### config.mk
export PLATFORM = sky130hd
export DESIGN_NAME = easy6502_io
export DESIGN_NICKNAME = d
export VERILOG_FILES = /design/src/rtl/easy6502_io.sv
export SDC_FILE = /design/constraint.sdc
export NUM_CORES = 1
export LEC_CHECK = 0
export ABC_AREA = 0
export ABC_CLOCK_PERIOD_IN_PS = 1950
export CAP_MARGIN = 30
export CORE_ASPECT_RATIO = 1.1
export CORE_MARGIN = 2
export CORE_UTILIZATION = 63
export CTS_CLUSTER_DIAMETER = 100
export CTS_CLUSTER_SIZE = 16
export DETAILED_ROUTE_END_ITERATION = 7
export DONT_BUFFER_PORTS = 1
export GPL_TIMING_DRIVEN = 0
export PLACE_DENSITY_LB_ADDON = 0.3
export RECOVER_POWER = 100
export SETUP_SLACK_MARGIN = 0.02
export SYNTH_ARGS = -nofsm -noshare
export SYNTH_HDL_FRONTEND = slang
export SYNTH_SLANG_ARGS = --single-unit
### constraint.sdc
create_clock -name clk -period 1.95 [get_ports clk]
set_input_delay 0.195 -clock clk [delete_from_list [all_inputs] [get_ports clk]]
set_output_delay 0.195 -clock clk [all_outputs]
set_load 0.03 [all_outputs]
### src/rtl/easy6502_io.sv
// easy6502_io: $FE/$FF I/O decode in front of the 6502 DI bus, with a PS/2 receiver feeding the last-key register.
module easy6502_io #(
    parameter int         TIMEOUT_CYCLES = 25000,
    parameter logic [7:0] LFSR_SEED      = 8'h01
) (
    input  logic        clk,
    input  logic        reset,
    input  logic        ps2_clk,
    input  logic        ps2_data,
    input  logic [15:0] cpu_address,
    input  logic        cpu_we,
    input  logic [7:0]  cpu_wdata,
    input  logic        cpu_ready,
    input  logic [7:0]  ram_rdata,
    output logic [7:0]  cpu_rdata,
    output logic        key_strobe,
    output logic        ps2_error
);
    localparam int TW = $clog2(TIMEOUT_CYCLES + 1);

    typedef enum logic [1:0] {IDLE, DATA, PARITY, STOP} state_t;

    state_t        state;
    logic [1:0]    clk_sync, data_sync;
    logic          clk_prev, fall, par_ok;
    logic [2:0]    bit_cnt;
    logic [7:0]    shift, byte_q, key_q, lfsr, key_code;
    logic [TW-1:0] tmo;
    logic          byte_valid, brk, ext, key_hit;
    logic          hit_fe, hit_ff, sel_fe_q, sel_ff_q;

    assign hit_fe = cpu_address == 16'h00FE;
    assign hit_ff = cpu_address == 16'h00FF;
    assign fall   = clk_prev & ~clk_sync[1];

    always_comb begin
        cpu_rdata = sel_fe_q ? lfsr : sel_ff_q ? key_q : ram_rdata;
        key_hit   = byte_valid & ~brk & ~ext & (byte_q inside {8'h1D, 8'h1C, 8'h1B, 8'h23});
        key_code  = byte_q == 8'h1D ? 8'h77 : byte_q == 8'h1C ? 8'h61 : byte_q == 8'h1B ? 8'h73 : 8'h64;
    end

    // Both pins idle high, so the synchronisers reset to 1 to avoid a false edge.
    always_ff @(posedge clk) begin
        if (reset) begin
            clk_sync  <= 2'b11;
            data_sync <= 2'b11;
            clk_prev  <= 1'b1;
        end else begin
            clk_sync  <= {clk_sync[0], ps2_clk};
            data_sync <= {data_sync[0], ps2_data};
            clk_prev  <= clk_sync[1];
        end
    end

    always_ff @(posedge clk) begin
        if (reset) begin
            state      <= IDLE;
            bit_cnt    <= '0;
            shift      <= '0;
            par_ok     <= 1'b0;
            tmo        <= '0;
            byte_q     <= '0;
            byte_valid <= 1'b0;
            ps2_error  <= 1'b0;
        end else begin
            byte_valid <= 1'b0;
            ps2_error  <= 1'b0;
            if (state != IDLE && !fall && tmo == TW'(TIMEOUT_CYCLES)) begin
                state     <= IDLE;
                ps2_error <= 1'b1;
            end else begin
                tmo <= (state == IDLE || fall) ? '0 : tmo + 1'b1;
                if (fall) begin
                    case (state)
                        IDLE: begin
                            if (data_sync[1]) ps2_error <= 1'b1;
                            else begin
                                state   <= DATA;
                                bit_cnt <= '0;
                            end
                        end
                        DATA: begin
                            shift   <= {data_sync[1], shift[7:1]};
                            bit_cnt <= bit_cnt + 1'b1;
                            if (bit_cnt == 3'd7) state <= PARITY;
                        end
                        PARITY: begin
                            par_ok <= ^{shift, data_sync[1]};
                            state  <= STOP;
                        end
                        STOP: begin
                            state <= IDLE;
                            if (par_ok && data_sync[1]) begin
                                byte_valid <= 1'b1;
                                byte_q     <= shift;
                            end else ps2_error <= 1'b1;
                        end
                    endcase
                end
            end
        end
    end

    // A PS/2 key load takes priority over a same-cycle CPU write to $FF.
    always_ff @(posedge clk) begin
        if (reset) begin
            lfsr       <= LFSR_SEED;
            sel_fe_q   <= 1'b0;
            sel_ff_q   <= 1'b0;
            key_q      <= '0;
            key_strobe <= 1'b0;
            brk        <= 1'b0;
            ext        <= 1'b0;
        end else begin
            lfsr       <= {1'b0, lfsr[7:1]} ^ (lfsr[0] ? 8'hB8 : 8'h00);
            key_strobe <= key_hit;
            if (cpu_ready) begin
                sel_fe_q <= hit_fe;
                sel_ff_q <= hit_ff;
            end
            if (key_hit) key_q <= key_code;
            else if (cpu_we && cpu_ready && hit_ff) key_q <= cpu_wdata;
            if (byte_valid) begin
                if (byte_q == 8'hF0) brk <= 1'b1;
                else if (byte_q == 8'hE0) ext <= 1'b1;
                else begin
                    brk <= 1'b0;
                    ext <= 1'b0;
                end
            end
        end
    end
endmodule
* Word-level counts from Yosys, hierarchy flattened
Index checks and enable logic that the tools add are counted.
Storage, ports and cells: register bits 65, input port bits 38, output and inout port bits 10, logic and storage cells 93
Cells by class: add/sub/neg operators 2, eq/ne operators 16, muxes and demuxes 23, bitwise gates (word level) 12, reductions and logical operators 22
Operators with widths (count):
- 8-bit two-way mux | 5
- 16-bit by 8-bit == test with 1-bit output, second input constant | 2
- 8-bit by 5-bit == test with 1-bit output, second input constant | 3
- 8-bit == test, second input constant | 2
- 15-bit by 1-bit adder with 15-bit output, second input constant | 1
- 15-bit == test, second input constant | 1
- 15-bit two-way mux | 1
- 5-bit two-way mux | 3
- 3-bit AND reduction | 3
- 9-bit XOR reduction | 1
- 8-bit by 6-bit == test with 1-bit output, second input constant | 1
- 1-bit two-way mux | 8
- 2-bit case mux with 4 select lines | 1
- 4-bit AND reduction | 2
- 7-bit by 8-bit XOR with 8-bit output | 1
- 1-bit inverter | 7
- 2-bit != test, second input constant | 3
- 3-bit case mux with 2 select lines | 1
- 2-bit nonzero test | 3
- 1-bit logical AND | 5
- 1-bit bitwise AND | 4
- 2-bit == test, second input constant | 2
- 2-bit two-way mux | 2
- 2-bit AND reduction | 2
- 11 further kinds | 11

* Depth between registers and ports, before layout
word-level depth 7, mapped depth 7, depth with buffers taken out 7

* Worst setup path before layout
No wires, ideal clock.
path kind reg-to-reg, start point register byte_q[5], end point register key_q[2], setup time 0.084 ns, data arrival time 1.642 ns, required time 1.866 ns, setup slack 0.224 ns, stages on the path, launching flop included 6, path buffers 0, clock period less this slack 1.726 ns, cell sequence dfxtp_1 > and3b_1 > o2111ai_2 > a21boi_4 > or4b_2 > o31ai_2
Between the ends: cells in the longest elaborated chain, start to end 5, elaborated cells between the ends (all ways) 11, those cells by class 4 x eq/ne; 4 x mux; 1 x bitwise; 2 x reduce/logical
RTL lines:
- start, declared | RTL line 27 | logic [7:0] shift, byte_q, key_q, lfsr, key_code;
- start signal, assigned | RTL line 95 | byte_q <= shift;
- 8-bit by 5-bit == test with 1-bit output | RTL line 38, 39
- 5-bit two-way mux (3 in a row) | RTL line 39 | key_code = byte_q == 8'h1D ? 8'h77 : byte_q == 8'h1C ? 8'h61 : byte_q == 8'h1B ? 8'h73 : 8'h64;
- 8-bit two-way mux | RTL line 121 | if (key_hit) key_q <= key_code;
- end signal, assigned | RTL line 121
- end signal, assigned | RTL line 122 | else if (cpu_we && cpu_ready && hit_ff) key_q <= cpu_wdata;
- end, declared | RTL line 27
Several ways; a longest one is shown, not always the timed one. A chain may end at the register's enable or synchronous reset.

* Worst setup path after layout
Ends and elaborated chain as after synthesis.

==> impl_summary.txt <==
----------------------------------------------------
[Yosys]
  Most used standard cell by instance count after synthesis ... sky130_fd_sc_hd__dfxtp_1
  Total standard cell area after synthesis ... 0.003042 sq mm
  Share of the yosys chip area belonging to registers ... 42.78%
  Synthesized area per cell ... 9.162 sq um
  Portion of synthesized cell area occupied by the leading cell type ... 42.78%
  Yosys warns ... 0
  Number of nets in the synthesized netlist ... 379
  Most frequent cells after synthesis ... 65 x sky130_fd_sc_hd__dfxtp_1, 37 x sky130_fd_sc_hd__nor2_1, 32 x sky130_fd_sc_hd__nand2_1
  Number of enable flip-flop cells after synthesis ... 0
  Cells taking the most area after synthesis ... sky130_fd_sc_hd__dfxtp_1 43%, sky130_fd_sc_hd__mux2i_1 8.6%, sky130_fd_sc_hd__nor2_1 4.6%, sky130_fd_sc_hd__xnor2_1 4.0%, sky130_fd_sc_hd__nand2_1 3.9%
  Count of distinct cell types in the synthesized netlist ... 49
  Dominant synthesized flop cell ... sky130_fd_sc_hd__dfxtp_1
  Ys async rst share ... 0%
  Flip-flop and latch count after synthesis ... 65
  Cell type contributing the most total cell area after synthesis ... sky130_fd_sc_hd__dfxtp_1
  Number of standard cells after synthesis ... 332

[Routing]
  Wirelength, routed ... 6267 microns
  Average vias per placed instance ... 5.721
  Wire length per cell after detailed routing ... 15.36 microns
  Number of nets with antenna violations after detailed routing ... 0
  Number of DRC violations after detailed-routing iteration 0 ... 138
  Total iterations of the first detailed-routing run ... 4
  Number of remaining DRC errors ... 0
  Total vias in the final route ... 2334

[Finish]
  Cell area after layout ... 0.003371 sq mm
  Flip-flop and latch area ... 0.001301 sq mm
  Total of fill cells in the finished design ... 358
  Net count, final ... 394
  Count of antenna diodes in the layout ... 0
  Fraction of layout instances using a drive strength above 1 ... 11.93%
  Growth of design area from synthesis to finish ... 10.82%
  Area occupied by multi-input gates ... 0.001668 sq mm

[Clock tree]
  Clk_lat worst skew ... 340 ps
  Clock buffer count from CTS ... 9
  Worst-path clk slew ... 70 ps
  Root buffer cell ... sky130_fd_sc_hd__clkbuf_8
  CTS tree ... done
  Maximum buffer depth of the clock tree ... 2
  TritonCTS Sinks ... 65
  H-tree depth reported by CTS ... 3

[Floorplanning]
  Chip Width ... 70.25 microns
  Area of the placeable core ... 0.004652 sq mm
  Boundary Pins ... 48
  Die area ... 0.005400 sq mm
  Initial core utilization ... 65.38%
  Row cnt ... 26
  Die height ... 76.88 microns

[Power and ir drop]
  Switching fraction of total power ... 21.39%
  Leakage power ... 1.199 nW
  Power per cell area ... 784.0 mW/mm^2
  Clock network power share ... 44.7%
  Seq pwr share ... 51.4%
  Combinational power share ... 3.9%
  Net switching power of the design ... 0.5652 mW
  Int Pwr ... 2.078 mW
  Worst vdd ir ... 633.4 uV

[Worst setup path]
  Kind of start point of the critical path ... flop
  Delay contributed by the slowest stage of the critical path ... 660 ps
  Peak fanout along the critical path ... 6
  Data required time of the worst path ... 2200 ps
  Worst setup EP type ... flop
  Endpoint arrival time on the critical path ... 2100 ps
  Critical path class ... flop to flop
  CP max stage cell ... sky130_fd_sc_hd__or4b_2
  Cell-by-cell trace of the critical path ... and3b_1, o2111ai_4, a21boi_4, or4b_2, o31ai_2

[Run]
  Number of violations of the max-capacitance limit ... 0

[STA]
  Number of endpoints failing setup at the final stage ... 0
  Min Hold Slack ... 37.57 ps
  Shortest clock period the worst path allows after layout ... 1844 ps
  Final setup skew ... 10.13 ps
  Setup repair after global routing missed its margin ... no
  Maximum frequency from static timing analysis ... 542.3 MHz
  Final hold viol count ... 0
  Final setup TNS ... 0 ps
  Worst-margin pin slew ... 581.2 ps
  Ratio of final minimum period to clock period ... 94.56%
  Worst-case headroom to the max-slew limit ... 61.25%
  Pins Over Slew Limit ... 0

[Global route]
  Grt ovf ... 0
  Via count of the first global-routing pass ... 2250
  Maximum number of pins on one net before global-route repair ... 11
  GRT Total Usage ... 24.53%
  Initial antenna violation count ... 0
  Wire length of the first global-routing pass ... 10340 microns

[Worst hold path]
  Kind of path behind the tightest hold check ... input pin to flop

[Place]
  Placer's final routability congestion estimate ... 0.8503
  Number of buffers added on ports ... 0
  Cell area after placement ... 0.003112 sq mm
  Total half-perimeter wirelength after legalization and detailed placement ... 4455 microns

[Outcome]
  Status ... complete, no violations

----------------------------------------------------
## repair_timing
action | CTS | global route
endpoints found under the setup margin | 9 | 21
endpoints found under the hold margin | 3 | 0
hold buffers | 3 | 0
pin swaps | 1 | 1
setup buffers | 0 | 1
gates resized for setup | 14 | 8
## sequential cells by signal, indices dropped and copies added (netlist names), 2 cells and up
register	count
key_q	8
data_sync	2
byte_q	8
shift	8
state	2
bit_cnt	3
tmo	15
lfsr	8
clk_sync	2
## logic make-up (layout without fill, tap and decap cells)
| logic type | after synthesis | count (layout) | share of synthesized area (%) |
|---|---|---|---|
| flip-flops | 65 | 65 | 42.78 |
| XOR/XNOR | 22 | 22 | 6.787 |
| adder cells (fa/ha/maj) | 9 | 9 | 3.702 |
| buffers and inverters | 22 | 42 | 2.962 |
| multiplexers | 26 | 26 | 8.556 |
| AO/OA/AOI/OAI | 48 | 48 | 10.32 |
| AND/OR/NAND/NOR | 140 | 140 | 24.89 |
## layer usage
layer | up-vias | track usage (%) | wire length [microns]
li1 | 1178 | - | -
met1 | 1100 | 29.25 | 2722
met2 | 44 | 41.04 | 3160
met3 | 12 | 5.256 | 240
met4 | 0 | 12.88 | 143
met5 | - | 0 | 0
## per-stage QoR
stage | setup WS [ps] | cells | power [mW] | utilization (%)
after global routing | 28.26 | 408 | 2.727 | 72.46
final | 106.0 | 408 | 2.643 | 72.46
after global placement | 75.59 | 388 | 1.483 | 66.89
after CTS | -8.206 | 407 | 2.661 | 72.49
after floorplan | 223.8 | 332 | 1.464 | -
after detailed placement | 65.62 | 388 | 1.485 | 66.89
## power groups by stage
stage               sequential, mW  combinational [mW]  clock, mW
finish                        1.36               0.104       1.18
global route                  1.36               0.113       1.25
CTS                           1.36               0.106       1.20
detailed placement            1.39              0.0969          0
global placement              1.39              0.0949          0
floorplan                     1.38              0.0790          0
## placed cells by master, fill, tap and decap left out, types with 2 or more instances in the layout
cell type / n
sky130_fd_sc_hd__nand4b_1: 2
sky130_fd_sc_hd__a21oi_1: 20
sky130_fd_sc_hd__a21boi_0: 3
sky130_fd_sc_hd__dfxtp_1: 65
sky130_fd_sc_hd__clkbuf_1: 13
sky130_fd_sc_hd__a21o_1: 2
sky130_fd_sc_hd__nor3b_1: 3
sky130_fd_sc_hd__xor2_1: 7
sky130_fd_sc_hd__nand3_1: 17
sky130_fd_sc_hd__dlygate4sd3_1: 3
sky130_fd_sc_hd__clkbuf_8: 12
sky130_fd_sc_hd__clkbuf_2: 2
sky130_fd_sc_hd__or3_1: 2
sky130_fd_sc_hd__nor3_2: 2
sky130_fd_sc_hd__and3_1: 3
sky130_fd_sc_hd__inv_1: 8
sky130_fd_sc_hd__or3b_1: 2
sky130_fd_sc_hd__xnor2_1: 14
sky130_fd_sc_hd__or4_1: 3
sky130_fd_sc_hd__nand2_1: 32
sky130_fd_sc_hd__o21ai_1: 2
sky130_fd_sc_hd__nor2b_1: 8
sky130_fd_sc_hd__a211oi_1: 2
sky130_fd_sc_hd__nand2b_1: 4
sky130_fd_sc_hd__a22oi_1: 2
sky130_fd_sc_hd__or2_2: 6
sky130_fd_sc_hd__nor2_1: 37
sky130_fd_sc_hd__o21ai_2: 8
sky130_fd_sc_hd__nand4_1: 6
sky130_fd_sc_hd__ha_1: 9
sky130_fd_sc_hd__mux2i_1: 26
sky130_fd_sc_hd__nor3_1: 4
## worst max-delay path: cells and delay by family, from the launching register on
family,cells,cell delay (ps)
AO/OA/AOI/OAI,3,480
flip-flops,1,350
AND/OR/NAND/NOR,2,920
## cell type report
class,count,area share (%)
multi-input combinational,245,49.48
timing repair buffer,4,1.114
sequential,65,38.60
clock inverter,2,1.039
tap,56,2.079
inverter,8,0.8909
clock buffer,14,5.123
buffer,14,1.670
## path summary, 6_finish.rpt
kind / startpoint / end / slack, ps / cells after the start
setup / recovery: byte_q[5] / key_q[2] / 110 / 5
hold / removal: cpu_address[0] / sel_fe_q / 40 / 2
setup reg to reg: byte_q[5] / key_q[2] / 110 / 5
hold reg to reg: clk_sync[0] / clk_sync[1] / 410 / 1
Power figures use the tool's default switching activity.
